--- src/rtl/ssd_scan_driver_if.sv ---
// ssd_scan_driver_if: digit/control inputs and anode/segment outputs of the scan driver
// master: timer datapath side (drives digits, dp_en, blank_lz, blink; reads ssd_ctrl, ssd_out)
// slave:  display driver side (reads digits and controls; drives active-low ssd_ctrl, ssd_out)
interface ssd_scan_driver_if;
  logic [3:0] digit_0;
  logic [3:0] digit_1;
  logic [3:0] digit_2;
  logic [3:0] digit_3;
  logic [3:0] dp_en;
  logic       blank_lz;
  logic       blink;
  logic [3:0] ssd_ctrl;
  logic [7:0] ssd_out;
  modport master (output digit_0, digit_1, digit_2, digit_3, dp_en, blank_lz, blink,
                  input ssd_ctrl, ssd_out);
  modport slave (input digit_0, digit_1, digit_2, digit_3, dp_en, blank_lz, blink,
                 output ssd_ctrl, ssd_out);
endinterface

--- src/rtl/ssd_scan_driver.sv ---
// ssd_scan_driver: registered 4-digit seven-segment scan driver with zero blanking, dp and blink
// clk, reset: single clock, synchronous active-high reset
// s: digit_0..3 BCD (digit_3 leftmost), dp_en per digit, blank_lz, blink in;
//    ssd_ctrl anodes and ssd_out {a..g,dp} out, both active-low
module ssd_scan_driver #(
  parameter int SCAN_DIV_BITS  = 17,
  parameter int BLINK_DIV_BITS = 25
) (
  input logic clk,
  input logic reset,
  ssd_scan_driver_if.slave s
);
  logic [SCAN_DIV_BITS-1:0]  scan_q, scan_d;
  logic [BLINK_DIV_BITS-1:0] bcnt_q, bcnt_d;
  logic [1:0] idx_q, idx_d;
  logic       phase_q, phase_d;
  logic [3:0] ctrl_q, ctrl_d;
  logic [7:0] out_q, out_d;
  logic       bl1, bl2, bl3, blank, dark;
  logic [3:0] dig;
  logic [6:0] seg;
  always_comb begin
    scan_d  = scan_q + SCAN_DIV_BITS'(1);
    idx_d   = &scan_q ? idx_q + 2'd1 : idx_q;
    bcnt_d  = s.blink ? bcnt_q + BLINK_DIV_BITS'(1) : '0;
    phase_d = s.blink ? phase_q ^ (&bcnt_q) : 1'b1;
    // blanking ripples rightward only while every digit to the left is blanked
    bl3     = s.blank_lz & (s.digit_3 == 4'd0);
    bl2     = bl3 & (s.digit_2 == 4'd0);
    bl1     = bl2 & (s.digit_1 == 4'd0);
    dig     = idx_q == 2'd0 ? s.digit_0 : idx_q == 2'd1 ? s.digit_1 :
              idx_q == 2'd2 ? s.digit_2 : s.digit_3;
    blank   = idx_q == 2'd1 ? bl1 : idx_q == 2'd2 ? bl2 : idx_q == 2'd3 ? bl3 : 1'b0;
    case (dig)
      4'd0:    seg = 7'h01;
      4'd1:    seg = 7'h4F;
      4'd2:    seg = 7'h12;
      4'd3:    seg = 7'h06;
      4'd4:    seg = 7'h4C;
      4'd5:    seg = 7'h24;
      4'd6:    seg = 7'h20;
      4'd7:    seg = 7'h0F;
      4'd8:    seg = 7'h00;
      4'd9:    seg = 7'h04;
      default: seg = 7'h7E;
    endcase
    // gating on the live blink input lets a dropped blink show on the very next edge
    dark    = s.blink & ~phase_q;
    ctrl_d  = dark ? 4'hF : ~(4'b0001 << idx_q);
    out_d   = dark ? 8'hFF : {blank ? 7'h7F : seg, ~s.dp_en[idx_q]};
  end
  always_ff @(posedge clk) begin
    if (reset) begin
      scan_q  <= '0;
      bcnt_q  <= '0;
      idx_q   <= 2'd0;
      phase_q <= 1'b1;
      ctrl_q  <= 4'hF;
      out_q   <= 8'hFF;
    end else begin
      scan_q  <= scan_d;
      bcnt_q  <= bcnt_d;
      idx_q   <= idx_d;
      phase_q <= phase_d;
      ctrl_q  <= ctrl_d;
      out_q   <= out_d;
    end
  end
  assign s.ssd_ctrl = ctrl_q;
  assign s.ssd_out  = out_q;
endmodule

--- src/flat_wrapper.sv ---
// flat-port wrapper written by rule: the top's interface ports become plain ports
module ssd_scan_driver_flat 
#(
  parameter int SCAN_DIV_BITS  = 17,
  parameter int BLINK_DIV_BITS = 25
)
  (clk, reset, s_digit_0, s_digit_1, s_digit_2, s_digit_3, s_dp_en, s_blank_lz, s_blink, s_ssd_ctrl, s_ssd_out);
  ssd_scan_driver_if s_i ();
  input logic clk;
  input logic reset;
  input wire logic [$bits(s_i.digit_0)-1:0] s_digit_0;
  input wire logic [$bits(s_i.digit_1)-1:0] s_digit_1;
  input wire logic [$bits(s_i.digit_2)-1:0] s_digit_2;
  input wire logic [$bits(s_i.digit_3)-1:0] s_digit_3;
  input wire logic [$bits(s_i.dp_en)-1:0] s_dp_en;
  input wire logic [$bits(s_i.blank_lz)-1:0] s_blank_lz;
  input wire logic [$bits(s_i.blink)-1:0] s_blink;
  output wire logic [$bits(s_i.ssd_ctrl)-1:0] s_ssd_ctrl;
  output wire logic [$bits(s_i.ssd_out)-1:0] s_ssd_out;
  assign s_i.digit_0 = s_digit_0;
  assign s_i.digit_1 = s_digit_1;
  assign s_i.digit_2 = s_digit_2;
  assign s_i.digit_3 = s_digit_3;
  assign s_i.dp_en = s_dp_en;
  assign s_i.blank_lz = s_blank_lz;
  assign s_i.blink = s_blink;
  assign s_ssd_ctrl = s_i.ssd_ctrl;
  assign s_ssd_out = s_i.ssd_out;
  ssd_scan_driver #(.SCAN_DIV_BITS(SCAN_DIV_BITS), .BLINK_DIV_BITS(BLINK_DIV_BITS)) u_core (.clk(clk), .reset(reset), .s(s_i));
endmodule
--- config.mk ---
export PLATFORM = sky130hd
export DESIGN_NAME = ssd_scan_driver_flat
export DESIGN_NICKNAME = d
export VERILOG_FILES = /design/src/rtl/ssd_scan_driver_if.sv /design/src/rtl/ssd_scan_driver.sv /design/src/flat_wrapper.sv
export SDC_FILE = /design/constraint.sdc
export NUM_CORES = 1
export LEC_CHECK = 0
export CAP_MARGIN = 0
export CORE_ASPECT_RATIO = 1.5
export CORE_MARGIN = 10
export CORE_UTILIZATION = 50
export DETAILED_ROUTE_END_ITERATION = 16
export PLACE_DENSITY = 0.7
export SETUP_SLACK_MARGIN = 0.3
export SLEW_MARGIN = 10
export SYNTH_ARGS = -nofsm -noshare
export SYNTH_HDL_FRONTEND = slang
export SYNTH_SLANG_ARGS = --single-unit
--- constraint.sdc ---
create_clock -name clk -period 6.5 [get_ports clk]
set_input_delay 1.625 -clock clk [delete_from_list [all_inputs] [get_ports clk]]
set_output_delay 1.625 -clock clk [all_outputs]
set_load 0.01 [all_outputs]
Word-level counts from Yosys, hierarchy flattened
Memories as Yosys holds them, arrays and structs flattened. A register that Yosys moved wholly into a read port is not among the register bits.
Index checks and enable logic that the tools add are counted.
Widths: inputs -> output; s select.
- memory bits (read-only): 112
- output and inout port bits: 12
- memories kept: 1
- word-level logic and storage cells: 41
- bits of input ports: 24
- flip-flop bits (word level): 50
- memories (name ; depth ; width ; rd ports ; clocked after Yosys merged registers in ; wr ports ; RTL line ; text):
    (name not given) ; 16 ; 7 ; 1 ; 1 ; 0 ; ssd_scan_driver.sv:34 ; case (dig)
- reductions and logical operators: 9
- $add $sub $neg: 3
- shift-type cells: 1
- order comparisons: 1
- equality and inequality tests: 3
- mux-type cells: 8
- bitwise logic cells: 9
- operators by type and width (cell ; count):
    $add 25x1->25 const B ; 1
    $reduce_and 25->1 ; 1
    $add 17x1->17 const B ; 1
    $reduce_and 17->1 ; 1
    $logic_not 4->1 ; 3
    $mux 4 ; 3
    $and 1x1->1 ; 4
    $eq 2x2->1 const B ; 2
    $mux 1 ; 4
    $not 4->4 ; 1
    $reduce_or 2->1 ; 2
    $shl 1x2->4 const A ; 1
    $lt 2x3->1 const B ; 1
    $not 1->1 ; 3
    $reduce_or 3->1 ; 1
    $add 2x1->2 const B ; 1
    $bmux 1 s2 ; 1
    $eq 2x1->1 const B ; 1
    $logic_not 2->1 ; 1
    $xor 1x1->1 ; 1

Depth between registers and ports, before layout
Gate-level depths: netlist of the first run.
- depth in word-level cells: 6
- depth in mapped cells: 11
- mapped depth without buffers: 9

Least setup slack after synthesis of the first run
No wires, ideal clock.
- kind: input to register
- from: input port s_digit_2[1]
- to: register u_core.out_q[4], in the netlist u_core.s.ssd_out[4]
- buffers on the path: 0
- slack: 3.349 ns
- data required time: 6.368 ns
- stages: 6
- library setup time: 0.132 ns
- arrival time: 3.020 ns
- path through: mux2_2 > o221ai_1 > inv_1 > ha_1 > a2111oi_0 > o21ai_0
- longest elaborated chain between the ends: 5
- elaborated cells on any way between the ends: 9
- those cells by class: mux: 5; bitwise: 2; reduce/logical: 2
- ends and longest elaborated chain (what ; RTL line ; text):
    from (decl) ; flat_wrapper.sv:13 ; input wire logic [$bits(s_i.digit_2)-1:0] s_digit_2;
    $logic_not 4->1 ; ssd_scan_driver.sv:29 ; bl2 = bl3 & (s.digit_2 == 4'd0);
    $and 1x1->1 ; ssd_scan_driver.sv:29 ;
    $mux 1 or $and 1x1->1 (tied branches) ; ssd_scan_driver.sv:33, ssd_scan_driver.sv:30 ;
    $mux 1 ; ssd_scan_driver.sv:33 ; blank = idx_q == 2'd1 ? bl1 : idx_q == 2'd2 ? bl2 : idx_q == 2'd3 ? bl3 : 1'b0;
    $reduce_or 3->1 (no source line) ; -- ;
    to (decl) ; ssd_scan_driver.sv:18 ; logic [7:0] out_q, out_d;
Parallel ways exist; a longest one is shown, timed or not.
A chain may end at the register's enable or synchronous reset.

Worst setup path after layout of the first run
Ends and elaborated chain as after synthesis.

==> summary.txt, run 1 <==
Place
  • Worst slack, placed: 2.71 ns
  • Port bufs: 35
  • Hpwl dp: 4.47 mm
  • Gpl congestion: 0.884

Die
  • Starting Density: 51.5%
  • Die W: 81.4 um
  • FP Rows: 33
  • Die ar.: 9130 um^2
  • Top Ports: 36
  • Chip height: 112 um
  • Core box area: 5490 um^2

Drt
  • DR WL/cell: 14.3 um
  • DR vias/cell: 5.54
  • WL final: 6.01 mm
  • DR vias: 2323
  • # DRC: 0
  • DR iter-0 viols: 133
  • Antenna-violating nets left: 0
  • Drt pass-1 iters: 4

Cells and area
  • Layout cells sized above 1: 8.88%
  • # nets final: 380
  • Multi-input logic area: 1590 um^2
  • Filler cells: 478
  • Ant diodes: 0
  • Layout area overhead: 21.9%
  • Final core utilization: 62.7%
  • FF/Latch Area: 1140 um^2

Worst setup path
  • CP max stage delay: 0.42 ns
  • Worst path slowest cell: clkdlybuf4s50_1
  • Critical path launch point type: input pin
  • WP data arrival: 3.63 ns
  • Crit path required time: 6.70 ns
  • Crit path max fanout: 6
  • Endpoint class of the critical path: flip-flop
  • Critical path class: input pin to flip-flop
  • Crit path cell chain: clkdlybuf4s50_1 > mux2_2 > o221ai_1 > inv_1 > ha_1 > a2111oi_0 > o21ai_0
  • Number of buffers and inverters on the critical path: 2
  • CP delay by family, top: compound AO/OA/AOI/OAI gates

STA
  • Max frequency: 0.292 GHz
  • Fin. Hold Viols: 0
  • Setup TNS: 0 ns
  • Setup WS post-layout: 3.08 ns
  • Hold Worst Slack: 0.442 ns
  • Clock skew: 0.00592 ns
  • Slew @ Worst Pin: 0.874 ns
  • Final setup viols: 0
  • Period utilisation layout: 52.7%
  • Slew headroom: 41.7%
  • Slew Viols, Final: 0
  • RSZ-0062 raised after global routing: no
  • Tmin final: 3.42 ns

Yosys
  • Post-synth ARST share: 0%
  • Primary FF master, synth: dfxtp_1
  • Post-synthesis mux area share: 3.85%
  • Post-synthesis cell area: 2830 um^2
  • Sequential fraction of the synthesis area: 40.4%
  • Synth area leaders: dfxtp_1 40%, ha_1 5.3%, xor2_1 4.6%
  • Number of distinct library cells after synthesis: 50
  • Post-Synth Adder-Cell Area: 5.31%
  • Synth Area in Simple Gates: 26.2%
  • Leading area contributor after synthesis: dfxtp_1
  • Mapped Cells: 310
  • Synth Area in Compound Gates: 14.5%
  • Synth top area share: 40.4%
  • Mapped Nets: 346
  • YS warnings: 0
  • Syn avg cell area: 9.12 um^2
  • Xor/xnor cell area share of the yosys netlist: 6.50%
  • Main combinational cell family by area after synthesis: simple AND/OR/NAND/NOR gates
  • Yosys reg bits: 57
  • EDFF count, synth: 0

Clocking
  • CTS Sinks: 57
  • Clk Latency, worst-skew pair: 0.34 ns
  • Count of hold buffers inserted by post-cts repair: 0
  • CTS tree: yes
  • H-tree depth: 3
  • Clock slew seen by the registers of the worst setup and hold paths: 0.06 ns
  • Resized Gates After CTS: 0
  • Root cell of the clock tree: clkbuf_8
  • Clock Path Buffers: 2
  • Post-CTS Setup Inserts: 0
  • CTS Buf Count: 9

Power
  • Internal power: 649 uW
  • Leak pwr: 1.20 nW
  • Peak supply drop: 141 uV
  • Flop pwr share: 43.9%
  • Switching share of power: 20.4%
  • Power Density: 237 nW/um^2
  • Clock Power Share: 49.7%
  • Combinational power share: 6.4%
  • Switching power of the nets: 167 uW

Worst hold path
  • Worst hold-check path type: flip-flop to flip-flop

Global route
  • Largest net degree at the start of global routing: 24
  • Vias in the first global route: 2287
  • Initial antenna violation count: 0
  • Grt ovf: 0
  • GRT Overall Usage: 13.8%
  • Global-route wire length before repair: 10.0 mm

Run
  • Max-Cap Viols: 0

Outcome
  • Outcome: finished, final reports clean
area by class of cell:
class	count	area share, %
Clock buffer	11	4.10
Sequential cell	57	33.1
Inverter	8	0.871
Tap cell	70	2.54
Multi-Input combinational cell	233	46.2
Timing Repair Buffer	35	10.2
Clock inverter	5	2.98
layer usage:
| layer | wire length (um) | GRT usage, % | vias up |
|---|---|---|---|
| li1 | - | - | 1196 |
| met2 | 3280 | 24.3 | 32 |
| met5 | 0 | 0 | - |
| met3 | 238 | 2.96 | 7 |
| met1 | 2390 | 14.2 | 1088 |
| met4 | 97 | 8.11 | 0 |
registers in the layout, summed over array words and instances, names as in the netlist:
| register | flops |
|---|---|
| u_core.phase_q | 1 |
| u_core.idx_q | 2 |
| u_core.s.ssd_ctrl | 4 |
| u_core.scan_q | 17 |
| u_core.bcnt_q | 25 |
| u_core.s.ssd_out | 8 |
cells in the mapped netlist, types with 5 or more instances:
cell type,count
a21oi_1,18
and3_1,5
clkbuf_1,6
dfxtp_1,57
ha_1,12
inv_1,8
mux2_2,5
nand2_1,21
nand3_1,17
nand4_1,10
nor2_1,28
o21ai_0,14
o31ai_1,8
or3_1,8
or4_1,8
xnor2_1,6
xor2_1,15
final timing paths:
kind | from | to | slack (ns) | depth (start not counted)
max | s_digit_2[1] | u_core.s.ssd_out[4] | 3.08 | 7
min reg2reg | u_core.bcnt_q[0] | u_core.bcnt_q[0] | 0.44 | 1
max reg2reg | u_core.idx_q[0] | u_core.s.ssd_out[4] | 3.86 | 8
min | u_core.bcnt_q[0] | u_core.bcnt_q[0] | 0.44 | 1
power groups by stage:
| stage | registers (mW) | logic, mW | clock network (mW) |
|---|---|---|---|
| floorplan | 0.368 | 0.0222 | 0 |
| global placement | 0.366 | 0.0517 | 0 |
| detailed placement | 0.366 | 0.0523 | 0 |
| CTS | 0.358 | 0.0526 | 0.412 |
| global route | 0.359 | 0.0568 | 0.424 |
| finish | 0.358 | 0.0519 | 0.405 |
cell families after synthesis:
| group | count (synthesis) |
|---|---|
| and+or+nand+nor | 132 |
| AOI/OAI and AO/OA | 59 |
| xor gates and xnor gates | 21 |
| buffers and inverters | 20 |
| adders and majority gates | 12 |
| muxes | 9 |
| DFF | 57 |
per-stage QoR:
| stage | instances | area, um^2 | power [mW] |
|---|---|---|---|
| 5_1_grt | 419 | 3450 | 0.840 |
| 6_report | 419 | 3450 | 0.816 |
| 3_5_place_dp | 403 | 3200 | 0.419 |
| 3_3_place_gp | 403 | 3200 | 0.418 |
| 4_1_cts | 419 | 3450 | 0.823 |
| 2_1_floorplan | 310 | 2830 | 0.390 |
placed cells by master (no fill, tap or decap), types with 10 or more instances in the layout:
cell type        Yosys  final
dfxtp_1             57     57
clkdlybuf4s50_1      0     35
nor2_1              28     28
nand2_1             21     21
a21oi_1             18     18
nand3_1             17     17
xor2_1              15     15
o21ai_0             14     14
ha_1                12     12
nand4_1             10     10
clkbuf_8             0     10
(Power assumes the default switching activity.)
==> run 2: changes to the inputs <==
Clock period 6.5 ns to 3.3 ns, I/O delays scaled along.
==> run 2 against run 1 <==
  * Wire length down 0.17%
  * Hold slack got worse by 0.00061 ns
  * Register-to-register slack worse by 3.3 ns
  * First-iteration DRC count fell by 33%
  * Largest cell class unchanged
  * Highest routed layer unchanged
==> summary.txt, run 2 (synthesis gave the netlist of run 1 again) <==
Run
  • Max-Cap Viols: 0 (unchanged)

Cells and area
  • Commonest non-fill, non-tap cells in the layout: 57 x dfxtp_1, 35 x clkdlybuf4s50_1, 28 x nor2_1
  • # nets final: 383 (+0.79%)
  • Top reg by flops: u_core.bcnt_q
  • Ant diodes: 0 (unchanged)
  • Most common cell after layout, fill and taps aside: dfxtp_1
  • Layout cells sized above 1: 10.2% (+1.3 points)
  • Final core utilization: 63.0% (+0.25 points)
  • Largest register FFs: 25 (unchanged)
  • Layout area overhead: 22.3%

STA
  • Tmin final: 2.71 ns
  • Clock skew: 0.00631 ns (+0.000389 ns)
  • Slew @ Worst Pin: 0.521 ns (-0.353 ns)
  • Fin. Hold Viols: 0 (unchanged)
  • Max frequency: 0.369 GHz
  • Final setup viols: 0 (unchanged)
  • RSZ-0062 raised after global routing: no
  • Slew headroom: 65.2% (+23 points)
  • Setup TNS: 0 ns (unchanged)
  • Slew Viols, Final: 0 (unchanged)
  • Period utilisation layout: 82.2%
  • Setup WS post-layout: 0.587 ns (-2.49 ns)

Clocking
  • CTS Sinks: 57 (unchanged)
  • Clk Latency, worst-skew pair: 0.34 ns (about the same)
  • Root cell of the clock tree: clkbuf_8
  • Post-CTS Setup Inserts: 0 (unchanged)
  • H-tree depth: 3 (unchanged)
  • CTS tree: yes
  • Clock Path Buffers: 2 (unchanged)
  • Clock slew seen by the registers of the worst setup and hold paths: 0.06 ns (about the same)
  • CTS Buf Count: 9 (unchanged)

Drt
  • Met2 Routed Length: 3.26 mm (-0.67%)
  • # DRC: 0 (unchanged)
  • Antenna-violating nets left: 0 (unchanged)
  • Highest Signal Layer: met4
  • WL final: 6.00 mm (-0.17%)
  • M1 WL: 2.41 mm (+0.71%)
  • Drt pass-1 iters: 4 (unchanged)
  • Routed length on met3: 181 um (-24%)
  • DR vias/cell: 5.56 (+0.23%)
  • DR iter-0 viols: 89 (-33%)
  • DR WL/cell: 14.2 um (-0.88%)
  • DR vias: 2345 (+0.95%)

Worst setup path
  • Crit path cell chain: inv_1 > ha_1 > or2_1 > o221ai_2 > inv_1 > ha_1 > a2111oi_0 > o21ai_0
  • Critical path launch point type: flip-flop
  • Number of buffers and inverters on the critical path: 2 (unchanged)
  • Worst path slowest cell: a2111oi_0
  • CP max stage delay: 0.48 ns (+0.06 ns)
  • Crit path max fanout: 9 (+3)
  • Endpoint class of the critical path: flip-flop
  • WP data arrival: 2.91 ns (-0.72 ns)
  • CP delay by family, top: compound AO/OA/AOI/OAI gates
  • Critical path class: flip-flop to flip-flop
  • Crit path required time: 3.50 ns (-3.20 ns)

Die
  • Starting Density: 51.5% (unchanged)
  • Die ar.: 9130 um^2 (unchanged)
  • Chip height: 112 um (unchanged)
  • FP Rows: 33 (unchanged)
  • Core box area: 5490 um^2 (unchanged)
  • Top Ports: 36 (unchanged)
  • Die W: 81.4 um (unchanged)

Worst hold path
  • Worst hold-check path type: flip-flop to flip-flop

Place
  • Hpwl dp: 4.46 mm (-0.36%)
  • Gpl congestion: 0.894 (+1.2%)
  • Worst slack, placed: 0.276 ns (-2.44 ns)
  • Port bufs: 35 (unchanged)

Outcome
  • Outcome: finished, final reports clean

Power
  • Power Total: 1.55 mW (+90%)
  • Power Density: 447 nW/um^2 (+89%)
  • Peak supply drop: 317 uV (+120%)
  • Leak pwr: 1.21 nW (+0.91%)

Global route
  • Vias in the first global route: 2334 (+2.1%)
  • Largest net degree at the start of global routing: 24 (unchanged)
  • GRT Overall Usage: 13.4% (-0.41 points)
  • Grt ovf: 0 (unchanged)
  • Global-route wire length before repair: 10.0 mm (-0.48%)
  • Initial antenna violation count: 0 (unchanged)
run 2: changes by cell type in the layout (fill, tap and decap cells not counted):
cell / before / now
o221ai_1: 3 / 2
clkinv_2: 1 / 2
clkbuf_1: 1 / 0
bufinv_16: 3 / 2
clkbuf_8: 10 / 11
o221ai_2: 0 / 1
buf_4: 0 / 3
run 2: repair_timing:
item,4_1_cts,5_1_grt
setup endpoints to repair,0,1
resized for setup,0,1
hold buffers,0,0
run 2: power breakdown:
part	internal, mW	total, mW	switching [mW]
Clock	0.463	0.733	0.270
Sequential	0.700	0.706	0.00608
Combinational	0.0602	0.107	0.0468
run 2: layer usage:
metal	vias to the layer above	track usage, %
met5	-	0
li1	1204	-
met4	0	6.95
met1	1093	14.0
met3	16	2.64
met2	32	24.0
run 2: cell type report:
type | count | area, um^2
multi-input cells | 233 | 1600
well taps | 70 | 87.6
clock buffers | 11 | 151
fillers | 492 | 2030
repair buffers | 38 | 373
inverters | 8 | 30.0
flip-flops and latches | 57 | 1140
clock inverters | 5 | 77.6
run 2: final timing paths:
check / depth (start not counted) / endpoint / slack (ns) / startpoint
min: 1 / u_core.bcnt_q[0] / 0.44 / u_core.bcnt_q[0]
max: 8 / u_core.s.ssd_out[4] / 0.59 / u_core.idx_q[0]
max reg2reg: 8 / u_core.s.ssd_out[4] / 0.59 / u_core.idx_q[0]
min reg2reg: 1 / u_core.bcnt_q[0] / 0.44 / u_core.bcnt_q[0]
run 2: through the flow:
| stage | instances | hold slack [ns] | cell area, um^2 |
|---|---|---|---|
| floorplan | 310 | 0.413 | 2830 |
| global placement | 406 | 0.422 | 3220 |
| detailed placement | 406 | 0.435 | 3220 |
| CTS | 422 | 0.445 | 3450 |
| global route | 422 | 0.470 | 3460 |
| finish | 422 | 0.442 | 3460 |
==> run 3: changes to the inputs <==
Settings changed: PLACE_DENSITY 0.7 to 0.73.
Clock period 3.3 ns to 2.4 ns, I/O delays scaled along.
==> run 3 against run 2 <==
  * Flip-flop and latch count unchanged
  * Combinational power increased by 66%
  * Register-to-register slack got worse by 0.23 ns
  * Hold slack got worse by 0.00058 ns
  * Critical path type is now input pin to flip-flop
  * Critical endpoint unchanged
  * Largest cell class unchanged
==> summary.txt, run 3 (synthesis gave the netlist of run 1 again) <==
Cells and area
  • Commonest non-fill, non-tap cells in the layout: 55 x dfxtp_1, 31 x clkdlybuf4s50_1, 28 x nor2_1
  • Layout area overhead: 32.0%
  • Largest register FFs: 25 (unchanged)
  • Final non-filler cell total: 437 (+3.6%)
  • Filler cells: 437 (-11%)
  • Ant diodes: 0 (unchanged)
  • Most common cell after layout, fill and taps aside: dfxtp_1
  • Layout cells sized above 1: 19.1% (+8.8 points)
  • Final core utilization: 68.0% (+5.0 points)
  • # nets final: 398 (+3.9%)
  • Multi-input logic area: 1770 um^2 (+10%)
  • FF/Latch Area: 1150 um^2 (+0.66%)
  • Top reg by flops: u_core.bcnt_q

Die
  • Die W: 81.4 um (unchanged)
  • Starting Density: 51.5% (unchanged)
  • FP Rows: 33 (unchanged)
  • Chip height: 112 um (unchanged)
  • Core box area: 5490 um^2 (unchanged)
  • Top Ports: 36 (unchanged)
  • Die ar.: 9130 um^2 (unchanged)

Worst setup path
  • Worst path slowest cell: clkdlybuf4s50_1
  • CP delay by family, top: compound AO/OA/AOI/OAI gates
  • Crit path cell chain: clkdlybuf4s50_1 > mux2_4 > o221ai_4 > inv_2 > ha_4 > a2111oi_4 > o21ai_1
  • WP data arrival: 2.27 ns (-0.64 ns)
  • Endpoint class of the critical path: flip-flop
  • Crit path required time: 2.61 ns (-0.89 ns)
  • Number of buffers and inverters on the critical path: 2 (unchanged)
  • Critical path launch point type: input pin
  • Crit path max fanout: 2 (-7)
  • Critical path class: input pin to flip-flop
  • CP max stage delay: 0.42 ns (-0.06 ns)

Clocking
  • CTS Sinks: 57 (unchanged)
  • CTS tree: yes
  • Root cell of the clock tree: clkbuf_8
  • Count of hold buffers inserted by post-cts repair: 0 (unchanged)
  • Clk Latency, worst-skew pair: 0.34 ns (about the same)
  • CTS Buf Count: 9 (unchanged)
  • Clock slew seen by the registers of the worst setup and hold paths: 0.07 ns (about the same)
  • H-tree depth: 3 (unchanged)
  • Clock Path Buffers: 2 (unchanged)

Place
  • Gpl congestion: 0.847 (-5.3%)
  • Placed insts: 413 (+1.7%)
  • Port bufs: 35 (unchanged)
  • Hpwl dp: 4.53 mm (+1.7%)

Global route
  • GRT Overall Usage: 14.0% (+0.65 points)
  • Initial antenna violation count: 0 (unchanged)
  • Global-route wire length before repair: 10.4 mm (+4.2%)
  • Vias in the first global route: 2398 (+2.7%)
  • Largest net degree at the start of global routing: 24 (unchanged)
  • Grt ovf: 0 (unchanged)

STA
  • Period utilisation layout: 85.7%
  • Slew @ Worst Pin: 0.445 ns (-0.0759 ns)
  • Max frequency: 0.486 GHz
  • Slew Viols, Final: 0 (unchanged)
  • Fin. Hold Viols: 0 (unchanged)
  • Setup TNS: 0 ns (unchanged)
  • Tmin final: 2.06 ns
  • Slew headroom: 70.2% (+5.0 points)
  • Clock skew: 0.00652 ns (+0.000209 ns)
  • Final setup viols: 0 (unchanged)
  • RSZ-0062 raised after global routing: yes
  • Hold Worst Slack: 0.441 ns (-0.000581 ns)

Drt
  • WL final: 6.36 mm (+6.1%)
  • Drt pass-1 iters: 4 (unchanged)
  • DR vias: 2453 (+4.6%)
  • DR WL/cell: 14.6 um (+2.4%)
  • # DRC: 0 (unchanged)
  • Antenna-violating nets left: 0 (unchanged)
  • DR iter-0 viols: 110 (+24%)
  • DR vias/cell: 5.61 (+1.0%)

Power
  • Flop pwr share: 48.0% (+2.3 points)
  • Switching power of the nets: 481 uW (+49%)
  • Leak pwr: 1.33 nW (+10%)
  • Combinational power share: 8.8% (+1.9 points)
  • Internal power: 1.54 mW (+26%)
  • Power Density: 541 nW/um^2 (+21%)
  • Peak supply drop: 484 uV (+53%)
  • Switching share of power: 23.8% (+3.0 points)
  • Clock Power Share: 43.2% (-4.2 points)

Worst hold path
  • Worst hold-check path type: flip-flop to flip-flop

Outcome
  • Outcome: finished, final reports clean

Run
  • Max-Cap Viols: 0 (unchanged)
run 3: changes by cell type in the layout (fill, tap and decap cells not counted), moves of 4 or more:
| cell | delta |
|---|---|
| buf_4 | +13 |
| clkdlybuf4s50_1 | -4 |
| dlymetal6s2s_1 | +4 |
| ha_1 | -5 |
| ha_4 | +5 |
| inv_1 | -5 |
| inv_4 | +4 |
run 3: power groups by stage:
stage / sequential, mW / combinational, mW / clock, mW
final: 0.968 / 0.178 / 0.872
after global routing: 0.970 / 0.194 / 0.922
after CTS: 0.968 / 0.170 / 0.890
after global placement: 0.989 / 0.160 / 0
after floorplan: 0.994 / 0.0689 / 0
after detailed placement: 0.990 / 0.162 / 0
run 3: area by class of cell:
class | instances | share of cell area (%)
Multi-Input combinational cell | 233 | 47.3
Sequential cell | 57 | 30.8
Timing Repair Buffer | 53 | 13.3
Clock buffer | 9 | 3.32
Tap cell | 70 | 2.35
Clock inverter | 7 | 1.88
Inverter | 8 | 1.11
run 3: path summary, 6_finish.rpt:
kind | from | cells after the start | to | slack [ns]
worst max-delay path | s_digit_3[1] | 7 | u_core.s.ssd_out[4] | 0.34
worst min-delay path | u_core.bcnt_q[0] | 1 | u_core.bcnt_q[0] | 0.44
worst min register to register | u_core.bcnt_q[0] | 1 | u_core.bcnt_q[0] | 0.44
worst max register to register | u_core.idx_q[1] | 8 | u_core.s.ssd_out[4] | 0.36
run 3: worst register-to-register path, delay by kind of cell, from the launching register on:
family,cells,cell delay [ns]
buffers and inverters,1,0.06
DFF,1,0.40
adders and majority gates,2,0.35
and+or+nand+nor,1,0.26
AOI/OAI and AO/OA,4,0.84
run 3: through the flow:
stage | total power, mW | setup WS [ns] | instance area [um^2]
2_1_floorplan | 1.06 | 0.270 | 2930
6_report | 2.02 | 0.344 | 3730
5_1_grt | 2.09 | 0.280 | 3730
3_5_place_dp | 1.15 | -0.225 | 3380
3_3_place_gp | 1.15 | -0.171 | 3380
4_1_cts | 2.03 | 0.286 | 3610
run 3: what timing repair did:
item                       in CTS  in global routing
pin swaps                       2                  9
setup endpoints to repair       5                  5
setup buffers                   1                  7
gates resized for setup         9                 17
run 3: layer usage:
metal,global-route usage [%],part of all wire (%)
met5,0,0
met4,7.30,2.1
met3,3.04,3.7
met2,24.9,55
met1,14.7,40
==> patch 1 (settings of run 2) <==
`BLINK_DIV_BITS` is set to 25 in 2 places; all go to 33.
--- a/src/rtl/ssd_scan_driver.sv
+++ b/src/rtl/ssd_scan_driver.sv
@@ -4,7 +4,7 @@
 //    ssd_ctrl anodes and ssd_out {a..g,dp} out, both active-low
 module ssd_scan_driver #(
   parameter int SCAN_DIV_BITS  = 17,
-  parameter int BLINK_DIV_BITS = 25
+  parameter int BLINK_DIV_BITS = 33
 ) (
   input logic clk,
   input logic reset,
--- a/src/flat_wrapper.sv
+++ b/src/flat_wrapper.sv
@@ -2,7 +2,7 @@
 module ssd_scan_driver_flat 
 #(
   parameter int SCAN_DIV_BITS  = 17,
-  parameter int BLINK_DIV_BITS = 25
+  parameter int BLINK_DIV_BITS = 33
 )
   (clk, reset, s_digit_0, s_digit_1, s_digit_2, s_digit_3, s_dp_en, s_blank_lz, s_blink, s_ssd_ctrl, s_ssd_out);
   ssd_scan_driver_if s_i ();
Formal check against the unedited RTL: no difference found for any inputs over 10 cycles, from zero or initial values and one cycle with reset high; that may be too few to reach the edited logic, so the function may still have changed.
==> patch 1 against run 2 <==
Sequential cell count rose by 8; routed wire length rose by 2.5%; setup slack better by 0.0012 ns; largest power group is now sequential cells; power up 8.3%; cell count is 13% higher; count of clock-buffer cells in the layout down 1; sequential power grew 14%; via count grew 6.9%; global-route usage down 0.18 points; synthesized area rose by 11%; final area up 8.8%; critical endpoint is now u_core.s.ssd_out[7]; sequential share of layout area up 1.6 points; fmax barely moved.
==> patch 1: results (changes against run 2) <==
status: "finished clean"
rows: 35  # +6.1%
vdd_drop_max_mv: 0.3432  # +8.4%
rr_worst_depth: 10  # +2
bufAreaShareNonClock_pct: 9.910  # -0.87 points
critical_path_arrival_ns: 2.93  # +0.02 ns
fin_hold_ws_ns: 0.4397  # -0.001950 ns
grt_pass1_wl_mm: 10.86  # +8.6%
worst_pin_slew_ns: 0.7058  # +0.1845 ns
cp_slowest_cell: "dfxtp_1"
synth_nets: 398  # +15%
clk_pin_slew_ns: 0.07
dr_total_vias: 2506  # +6.9%
syn_avg_cell_area_um2: 8.693  # -4.7%
multiInputGateArea_mm2: 0.001723  # +7.7%
period_share_pct: 82.17  # about the same
num-nonclk-inverters: 12  # +4
max_stage_delay_ns: 0.46  # -0.02 ns
ys_seq_elements: 65  # +14%
drt-pass1-iter-count: 4  # unchanged
largest_reg_flops: 33  # +32%
antenna_found_initial: 0  # unchanged
num-multi-input-gates: 271  # +16%
dp.cells: 460  # +13%
gp_congestion: 0.7740  # -13%
cts_root_buf: "clkbuf_8"
wl_mm: 6.143  # +2.5%
critPathMaxFanout: 9  # unchanged
synth_cell_types: 48  # -4.0%
seq_area_frac_synth_pct: 41.47  # +1.1 points
clkbuf_count: 10  # -1
top_register: "u_core.bcnt_q"
grtUsageTotal_pct: 13.20  # -0.18 points
clk_latency_ns: 0.34  # about the same
dpl_worst_slack_ns: 0.2694  # -0.006160 ns
signal_buffers: 38  # unchanged
drt_iter0_drc: 92  # +3.4%
seq_area_mm2: 0.001301  # +14%
final-clk-cell-share_pct: 6.053  # -0.57 points
fin_worst_skew_ns: 0.009559  # +0.003249 ns
reg2reg_slack_ns: 0.59  # about the same
numPortBuffers: 35  # unchanged
drive_gt1_share_pct: 7.214  # -3.0 points
place_area_mm2: 0.003535  # +9.6%
ys_top_cells_by_count: "dfxtp_1 (65), nor2_1 (55), nand2_1 (27), xnor2_1 (22), xor2_1 (17)"
post_cts_buffers: 0  # unchanged
power_leakage_nw: 1.351  # +12%
dp_hpwl_mm: 4.481  # +0.50%
grt_max_degree: 32  # +33%
fillers: 575  # +17%
finalInstanceArea_mm2: 0.003762  # +8.8%
cp_top_family: "compound AO/OA/AOI/OAI gates"
netlist_top_cells_area: "dfxtp_1 (41%), nor2_1 (6.6%), xnor2_1 (6.1%), ha_1 (5.2%), xor2_1 (4.7%)"
first_global_vias: 2555  # +9.5%
nets: 434  # +13%
finalNonFillerCells: 476  # +13%
cts_max_path_buffers: 2  # unchanged
patch 1: cell types whose count changed after synthesis, sizes merged, moves of 6 or more:
cell / before / now
dfxtp: 57 / 65
nand2: 21 / 27
nor2: 28 / 55
nor3: 3 / 13
o31ai: 8 / 1
or4: 8 / 1
xnor2: 6 / 22
patch 1: routing by layer:
layer / global-route usage, % / wire [um] / vias to the layer above
met5: 0 / 0 / -
met4: 6.718 / 104 / 0
met3: 4.501 / 315 / 8
met2: 23.67 / 3096 / 43
met1: 13.27 / 2627 / 1143
li1: - / - / 1312
patch 1: kinds of logic after synthesis:
logic type      count (synthesis)  share of synthesized area (%)
mux                             7                          2.990
buf+inv                        25                          3.628
fa+ha+maj                      13                          5.184
flops                          65                          41.47
compound gates                 45                          9.490
simple gates                  167                          26.36
xor+xnor                       39                          10.88
patch 1: worst paths after layout:
path                    startpoint                  end
setup / recovery   u_core.idx_q[0]  u_core.s.ssd_out[7]
hold / removal    u_core.bcnt_q[0]     u_core.bcnt_q[0]
setup reg to reg   u_core.idx_q[0]  u_core.s.ssd_out[7]
hold reg to reg   u_core.bcnt_q[0]     u_core.bcnt_q[0]
patch 1: power by group:
part / switching (mW) / leakage (nW) / internal, mW
clock network: 0.312 / 0.113 / 0.448
registers: 0.00626 / 0.527 / 0.796
logic: 0.0507 / 0.711 / 0.0611
total: 0.369 / 1.35 / 1.31
patch 1: worst reg2reg max path: stages, from the launching register on:
cell	delay, ns
dfxtp_1	0.46
inv_1	0.10
ha_1	0.34
and2b_2	0.26
a211oi_1	0.05
o31ai_1	0.41
inv_1	0.15
ha_1	0.21
or3_1	0.35
a31oi_2	0.19
o21bai_1	0.09
==> patch 2 (settings of run 2) <==
Made on the original files. Reset style: asynchronous (`reset`), changed in one clocked block. Comments in the files are not updated.
--- a/src/rtl/ssd_scan_driver.sv
+++ b/src/rtl/ssd_scan_driver.sv
@@ -49,7 +49,7 @@
     ctrl_d  = dark ? 4'hF : ~(4'b0001 << idx_q);
     out_d   = dark ? 8'hFF : {blank ? 7'h7F : seg, ~s.dp_en[idx_q]};
   end
-  always_ff @(posedge clk) begin
+  always_ff @(posedge clk or posedge reset) begin
     if (reset) begin
       scan_q  <= '0;
       bcnt_q  <= '0;
Check against the original RTL: differs if reset is asserted again (counterexample within 4 cycles, from zero or initial values and one cycle with reset high); with reset held inactive, the same outputs for 10 cycles.
==> patch 2 against run 2 <==
Power down 4.6%; worst hold slack better by 0.022 ns; setup slack better by 0.27 ns; sequential cell count unchanged; synthesized area up 5.4%; global-route usage up 0.14 points; critical path type unchanged; critical endpoint is now u_core.s.ssd_out[4]; routed wire length up 3.0%; final area up 4.4%.
==> patch 2: results (changes against run 2) <==
status: "finished clean"
period_share_pct: 73.95  # -8.3 points
grtUsageMet1_pct: 14.02  # +0.030 points
fin_worst_skew_ns: 0.006584  # +0.0002748 ns
finalNonFillerCells: 406  # -3.8%
ys_async_sr_fraction_pct: 100.0  # +100 points
synth_flop_cell: "dfrtp_1"
cp_slowest_cell: "dfrtp_1"
met3_usage_pct: 3.775  # +1.1 points
wl_met3_um: 228  # +26%
reg2reg_slack_ns: 0.86  # +0.27 ns
critical_path_arrival_ns: 2.65  # -0.26 ns
synth_cell_types: 46  # -8.0%
wl_met1_mm: 2.568  # +6.8%
netlist_instances: 288  # -7.1%
gp_congestion: 0.8517  # -4.7%
rr_startpoint: "u_core.idx_q[0]"
power_leakage_nw: 1.528  # +26%
drive_gt1_share_pct: 12.57  # +2.3 points
clk_latency_ns: 0.32  # -0.02 ns
grtUsageTotal_pct: 13.52  # +0.14 points
dp_hpwl_mm: 4.760  # +6.7%
worstHoldStart: "u_core.scan_q[13]"
reg2reg_to: "u_core.s.ssd_out[4]"
viasPerCell: 5.586  # +0.53%
cts-htree-levels: 3  # unchanged
synth_nets: 325  # -6.1%
vdd_drop_max_mv: 0.2947  # -6.9%
grt_pass1_wl_mm: 10.91  # +9.1%
critPathMaxFanout: 8  # -1
dpl_worst_slack_ns: 0.5988  # +0.3232 ns
wl_mm: 6.175  # +3.0%
met2_length_mm: 3.262  # about the same
min_to: "u_core.scan_q[13]"
drt_iter0_drc: 124  # +39%
seq_area_frac_synth_pct: 48.43  # +8.1 points
ys_top_cells_by_count: "dfrtp_1 (44), nand2_1 (22), nor2_1 (22), nand3_1 (19), xnor2_1 (16)"
netlist_top_cells_area: "dfrtp_1 (37%), dfstp_2 (11%), ha_1 (5.5%), xnor2_1 (4.7%), nand3_1 (3.2%)"
cts_root_buf: "clkbuf_8"
place_area_mm2: 0.003418  # +6.0%
grt_util_met2_pct: 24.85  # +0.89 points
-- patch 2: cell count changes after synthesis, moves of 5 or more --
cell | before | now
dfstp_2 | 0 | 13
xor2_1 | 15 | 10
a21oi_1 | 18 | 12
dfrtp_1 | 0 | 44
o21ai_0 | 14 | 5
dfxtp_1 | 57 | 0
xnor2_1 | 6 | 16
nor2_1 | 28 | 22
-- patch 2: area by class of cell --
| type | instances | area, um2 |
|---|---|---|
| flip-flops and latches | 57 | 1443 |
| inverters | 11 | 41.29 |
| clock buffers | 12 | 155.1 |
| multi-input cells | 213 | 1459 |
| fillers | 492 | 2172 |
| repair buffers | 38 | 385.4 |
| clock inverters | 3 | 40.04 |
| well taps | 72 | 90.09 |
-- patch 2: where the power goes --
part / internal, mW / switching [mW] / total, mW
sequential: 0.716 / 0.00551 / 0.722
clock: 0.383 / 0.250 / 0.634
combinational: 0.0619 / 0.0569 / 0.119
total: 1.16 / 0.313 / 1.47
-- patch 2: cell families (layout without fill, tap and decap cells) --
family | count (synthesis) | count (layout) | share of synthesized area [%]
multiplexers | 13 | 13 | 5.040
flip-flops | 57 | 57 | 48.43
AND/OR/NAND/NOR | 118 | 118 | 20.87
adder cells (fa/ha/maj) | 13 | 13 | 5.460
AO/OA/AOI/OAI | 43 | 43 | 9.954
XOR/XNOR | 26 | 26 | 7.644
buffers and inverters | 18 | 64 | 2.604
-- patch 2: worst register-to-register path: stages (launching register included) --
cell and delay [ns]:
dfrtp_1 0.45, inv_1 0.11, ha_1 0.36, mux2_2 0.39, o221ai_1 0.43, inv_1 0.13, ha_1 0.24, mux2i_1 0.14
a32oi_1 0.07
